File: config.mk
export PLATFORM = sky130hd
export DESIGN_NAME = controle_sirene
export DESIGN_NICKNAME = d
export VERILOG_FILES = /design/src/rtl/controle_sirene.sv
export SDC_FILE = /design/constraint.sdc
export NUM_CORES = 1
export LEC_CHECK = 0
export CAP_MARGIN = 20
export CORE_MARGIN = 1
export CORE_UTILIZATION = 40
export DETAILED_ROUTE_END_ITERATION = 7
export HOLD_SLACK_MARGIN = 0.15
export PLACE_DENSITY_LB_ADDON = 0.3
export SYNTH_ARGS = -nofsm -noshare
export SYNTH_HDL_FRONTEND = slang
export SYNTH_SLANG_ARGS = --single-unit
File: constraint.sdc
create_clock -name clk -period 3.7 [get_ports clk]
set_input_delay 0.74 -clock clk [delete_from_list [all_inputs] [get_ports clk]]
set_output_delay 0.74 -clock clk [all_outputs]
set_load 0.02 [all_outputs]
File: src/rtl/controle_sirene.sv
// controle_sirene -- alarm panel controller.
//
// Takes keypad digits, checks the 4-digit arm/disarm code, runs the exit and
// entry delays, times the siren and locks the keypad out after repeated wrong
// codes. It drives ENABLE back into the sensor logic that produces A.
//
// Ports:
//   clk           system clock, rising edge
//   rst_n         synchronous active-low reset
//   A             alarm request from the sensor logic (level)
//   digito        keypad digit: 0-9 digit, F clear, A-E ignored
//   digito_valido one-cycle strobe qualifying digito
//   ENABLE        arm enable to the sensor logic
//   SIRENE        siren drive
//   armado        armed LED (also lit during the exit delay)
//   alerta        entry-delay buzzer
//   bloqueado     keypad lockout active
module controle_sirene #(
  parameter int          EXIT_DELAY   = 16,
  parameter int          ENTRY_DELAY  = 8,
  parameter int          SIREN_TIME   = 32,
  parameter logic [15:0] CODIGO       = 16'h1234,
  parameter int          MAX_ERROS    = 3,
  parameter int          LOCKOUT_TIME = 16
) (
  input  logic       clk,
  input  logic       rst_n,
  input  logic       A,
  input  logic [3:0] digito,
  input  logic       digito_valido,
  output logic       ENABLE,
  output logic       SIRENE,
  output logic       armado,
  output logic       alerta,
  output logic       bloqueado
);

  localparam int M1   = (EXIT_DELAY > ENTRY_DELAY) ? EXIT_DELAY : ENTRY_DELAY;
  localparam int M2   = (M1 > SIREN_TIME) ? M1 : SIREN_TIME;
  localparam int MAXD = (M2 > LOCKOUT_TIME) ? M2 : LOCKOUT_TIME;
  localparam int TW   = $clog2(MAXD) + 1;
  localparam int EW   = $clog2(MAX_ERROS + 1);

  localparam logic [TW-1:0] T_EXIT  = TW'(EXIT_DELAY);
  localparam logic [TW-1:0] T_ENTRY = TW'(ENTRY_DELAY);
  localparam logic [TW-1:0] T_SIREN = TW'(SIREN_TIME);
  localparam logic [TW-1:0] T_LOCK  = TW'(LOCKOUT_TIME);
  localparam logic [EW-1:0] E_LAST  = EW'(MAX_ERROS - 1);

  typedef enum logic [2:0] {
    DESARMADO = 3'd0,
    SAIDA     = 3'd1,
    ARMADO    = 3'd2,
    ENTRADA   = 3'd3,
    DISPARO   = 3'd4
  } estado_t;

  estado_t       estado_q, estado_d;
  logic [TW-1:0] tmr_q, tmr_d;
  logic [TW-1:0] lock_q, lock_d;
  logic [EW-1:0] err_q, err_d;
  logic [15:0]   buf_q, buf_d;
  logic [1:0]    cnt_q, cnt_d;
  // Code verdict from the 4th digit, applied one edge later.
  logic          ok_q, ok_d;
  logic          bad_q, bad_d;

  // Keypad: digit buffer and code comparison.
  always_comb begin
    buf_d = buf_q;
    cnt_d = cnt_q;
    ok_d  = 1'b0;
    bad_d = 1'b0;
    if (lock_q != '0) begin
      buf_d = '0;
      cnt_d = '0;
    end else if (digito_valido) begin
      if (digito <= 4'd9) begin
        if (cnt_q == 2'd3) begin
          ok_d  = ({buf_q[11:0], digito} == CODIGO);
          bad_d = ~ok_d;
          buf_d = '0;
          cnt_d = '0;
        end else begin
          buf_d = {buf_q[11:0], digito};
          cnt_d = cnt_q + 2'd1;
        end
      end else if (digito == 4'hF) begin
        buf_d = '0;
        cnt_d = '0;
      end
    end
  end

  // State machine, error counter and lockout timer. A code verdict wins
  // over any timer expiry or A event in the same cycle. A timer reaching 1
  // means this is the last cycle in the state, so each delay lasts exactly
  // its load value in cycles. A is used directly: it is a level and is
  // sampled only while armed, so a one-edge skew is harmless.
  always_comb begin
    estado_d = estado_q;
    tmr_d    = tmr_q;
    err_d    = err_q;
    lock_d   = (lock_q != '0) ? lock_q - 1'b1 : '0;
    if (ok_q) begin
      err_d = '0;
      if (estado_q == DESARMADO) begin
        estado_d = SAIDA;
        tmr_d    = T_EXIT;
      end else begin
        estado_d = DESARMADO;
        tmr_d    = '0;
      end
    end else if (bad_q) begin
      if (err_q == E_LAST) begin
        err_d  = '0;
        lock_d = T_LOCK;
      end else begin
        err_d = err_q + 1'b1;
      end
    end else begin
      case (estado_q)
        DESARMADO: ;
        SAIDA: begin
          if (tmr_q <= 1) begin
            estado_d = ARMADO;
            tmr_d    = '0;
          end else tmr_d = tmr_q - 1'b1;
        end
        ARMADO: begin
          if (A) begin
            estado_d = ENTRADA;
            tmr_d    = T_ENTRY;
          end
        end
        ENTRADA: begin
          if (tmr_q <= 1) begin
            estado_d = DISPARO;
            tmr_d    = T_SIREN;
          end else tmr_d = tmr_q - 1'b1;
        end
        DISPARO: begin
          if (tmr_q <= 1) begin
            estado_d = ARMADO;
            tmr_d    = '0;
          end else tmr_d = tmr_q - 1'b1;
        end
        default: begin
          estado_d = DESARMADO;
          tmr_d    = '0;
        end
      endcase
    end
  end

  // Outputs are decoded from the next state so they change on the same
  // edge as the state register.
  always_ff @(posedge clk) begin
    if (!rst_n) begin
      estado_q  <= DESARMADO;
      tmr_q     <= '0;
      lock_q    <= '0;
      err_q     <= '0;
      buf_q     <= '0;
      cnt_q     <= '0;
      ok_q      <= 1'b0;
      bad_q     <= 1'b0;
      ENABLE    <= 1'b0;
      SIRENE    <= 1'b0;
      armado    <= 1'b0;
      alerta    <= 1'b0;
      bloqueado <= 1'b0;
    end else begin
      estado_q  <= estado_d;
      tmr_q     <= tmr_d;
      lock_q    <= lock_d;
      err_q     <= err_d;
      buf_q     <= buf_d;
      cnt_q     <= cnt_d;
      ok_q      <= ok_d;
      bad_q     <= bad_d;
      ENABLE    <= (estado_d inside {ARMADO, ENTRADA, DISPARO});
      armado    <= (estado_d inside {SAIDA, ARMADO, ENTRADA, DISPARO});
      alerta    <= (estado_d == ENTRADA);
      SIRENE    <= (estado_d == DISPARO);
      bloqueado <= (lock_d != '0);
    end
  end

endmodule

==> results.tsv <==
stage	metric	value	unit
sta	Least-Margin Pin Slew	760	ps
sta	Max-slew headroom	49.2	%
cts	Hold Buf Count CTS	0	
cells_and_area	layout cell share with drive strength beyond 1	11.3	%
cts	CTS clk-pin slew, worst paths	70	ps
synthesis	cell count after synthesis	218	
global_route	pin count of the biggest net entering global routing	17	
cts	number of H-tree levels	2	
cells_and_area	Layout area overhead	11.9	%
cells_and_area	most frequent cells in the layout	38 x dfxtp_1, 37 x nor2_1, 13 x a21oi_1	
die	Die X	71.9	um
synthesis	yosys warns	0	
drt	Total Routed Length	3720	um
sta	Slew Viols, Final	0	
cells_and_area	diode count	0	
drt	Avg WL per Cell	12.5	um
worst_setup_path	Arr. time, crit path	2560	ps
worst_setup_path	Setup crit end kind	flip-flop	
power	Pwr per Cell Area	465	nW/um2
cts	CTS tree	yes	
cts	post-cts sizing count	0	
power	Peak VDD IR	0.240	mV
die	initial core utilization	41.3	%
worst_setup_path	Startpoint Class	input pin	
die	# IOs	13	
synthesis	EDFF count, synth	0	
drt	Post-route DRC	0	
synthesis	Compound-Gate Fraction of Synth Area	22.7	%
die	die height	71.9	um
placement	DPL Wire Length	2660	um
synthesis	area of the mapped netlist	1950	um2
sta	Final Hold Fails	0	
global_route	first-pass GRT wire length	6700	um
synthesis	syn_area_per_cell	8.95	um2
placement	Placer Congestion	0.765	
cts	Post-CTS Setup Repair Bufs	0	
synthesis	sequential cell area fraction in the yosys report	39.0	%
synthesis	adder-cell area share of the yosys netlist	3.21	%
cts	Num CTS Buffers	5	
drt	First-pass DRT Iterations	4	
cts	Clock Latency Late Sink	290	ps
cts	Longest Clk Path Bufs	2	
synthesis	simple-gate share of the synthesized area	25.1	%
sta	Max Clk Rate	427	MHz
cells_and_area	Util after Layout	46.2	%
worst_setup_path	Critical Path Fanout Max	12	
drt	Iteration-0 DRC Markers	139	
die	Core ar.	4720	um2
synthesis	largest family of logic cells by synthesized area	simple AND/OR/NAND/NOR gates	
cells_and_area	Final #Nets	242	
sta	Final Cycle Share	63.3	%
worst_setup_path	crit path kind	input pin to flip-flop	
sta	clk_skew	3.88	ps
synthesis	register bit total from synthesis	38	
global_route	GR Util All Layers	16.6	%
cts	root buffer cell	clkbuf_8	
drt	vias	1581	
synthesis	FFs w/ async S/R, synth	0	%
cts	Num Clock Sinks	38	
drt	Antenna Nets Post-Route	0	
global_route	number of global-route vias before repair	1497	
drt	vias per cell	5.32	
sta	final setup fails	0	
die	die area	5160	um2
cells_and_area	commonest non-fill, non-tap cell in the layout	dfxtp_1	
global_route	initial antenna violation count	0	
synthesis	mux contribution to synthesized area	1.03	%
sta	RSZ-0062 raised after global routing	no	
sta	final critical-path required period	2340	ps
synthesis	Netlist cell types	59	
run_status	outcome	finished, final reports clean	
synthesis	leading register cell type out of synthesis	dfxtp_1	
die	# rows	25	
global_route	grt ovf	0	
synthesis	xor and xnor fraction of the mapped netlist area	2.69	%
run	max-cap violations	0	
synthesis	Post-Synthesis Net Count	231	
placement	port bufs	12	
power	leakage power	0.787	nW
min_path	hold crit path type	flip-flop to flip-flop	
worst_setup_path	CP required	3910	ps
sta	TNS Setup	0	ps
## synth_stat cells, types with 3 or more instances
cell type,instances,area [um2]
o31ai_1,3,22.5
nor2b_1,4,25.0
nand2_1,11,41.3
ha_1,5,62.6
nor4bb_1,3,30.0
a22oi_1,11,82.6
a31oi_1,3,18.8
o21ai_0,4,20.0
clkbuf_8,4,55.1
nor3_1,6,30.0
inv_1,9,33.8
or3_1,3,18.8
a21oi_1,13,65.1
nand3_1,8,40.0
dfxtp_1,38,761
nor2_1,37,139
xnor2_1,4,35.0
## state kept, by name (all words and copies together), names as in the netlist
register	count
ENABLE	1
SIRENE	1
alerta	1
armado	1
bad_q	1
bloqueado	1
buf_q	12
cnt_q	2
err_q	2
estado_q	3
lock_q	6
ok_q	1
tmr_q	6
## logic make-up after synthesis
logic type / count (synthesis)
DFF: 38
AOI/OAI and AO/OA: 57
and+or+nand+nor: 92
buffers and inverters: 18
muxes: 2
xor gates and xnor gates: 6
adders and majority gates: 5
## cell type report
cell class / count / area, um2
Fill cell: 474 / 2540
Tap cell: 67 / 83.8
Clock buffer: 8 / 110
Sequential cell: 38 / 761
Multi-Input combinational cell: 162 / 1070
Timing Repair Buffer: 13 / 128
Inverter: 9 / 33.8
## worst max-delay path, cell delays in order
cell,delay [ps]
clkdlybuf4s50_1,450
o21ai_0,370
nand2_1,100
nor2_1,590
a22oi_1,200
nor2_1,110
## report_power, final
part	switching [mW]	internal [mW]	total, mW
combinational	0.122	0.0905	0.213
clock	0.141	0.188	0.330
sequential	0.0263	0.446	0.473
## per-layer routing
| metal | share of wire (%) | wire length, um | GRT usage, % |
|---|---|---|---|
| met1 | 46 | 1720 | 20.3 |
| met2 | 48 | 1800 | 27.8 |
| met3 | 3.6 | 135 | 4.64 |
| met4 | 1.6 | 61 | 5.88 |
| met5 | 0 | 0 | 0 |
## final timing paths
path | startpoint | to | slack, ps | cells after the start
min | lock_q[0] | lock_q[0] | 470 | 1
max | digito[1] | buf_q[8] | 1360 | 6
min reg2reg | lock_q[0] | lock_q[0] | 470 | 1
max reg2reg | tmr_q[0] | ENABLE | 1720 | 7
## metrics by stage
stage	area [um2]	hold WS (ps)	instances	total power, mW	setup slack [ps]
global placement	2070	442	289	0.697	1130
global route	2180	505	297	1.08	1140
finish	2180	473	297	1.02	1360
floorplan	1950	426	218	0.641	1940
CTS	2180	483	297	1.03	1360
detailed placement	2070	465	289	0.699	1040
No activity file was read; power rests on OpenSTA's default activity.
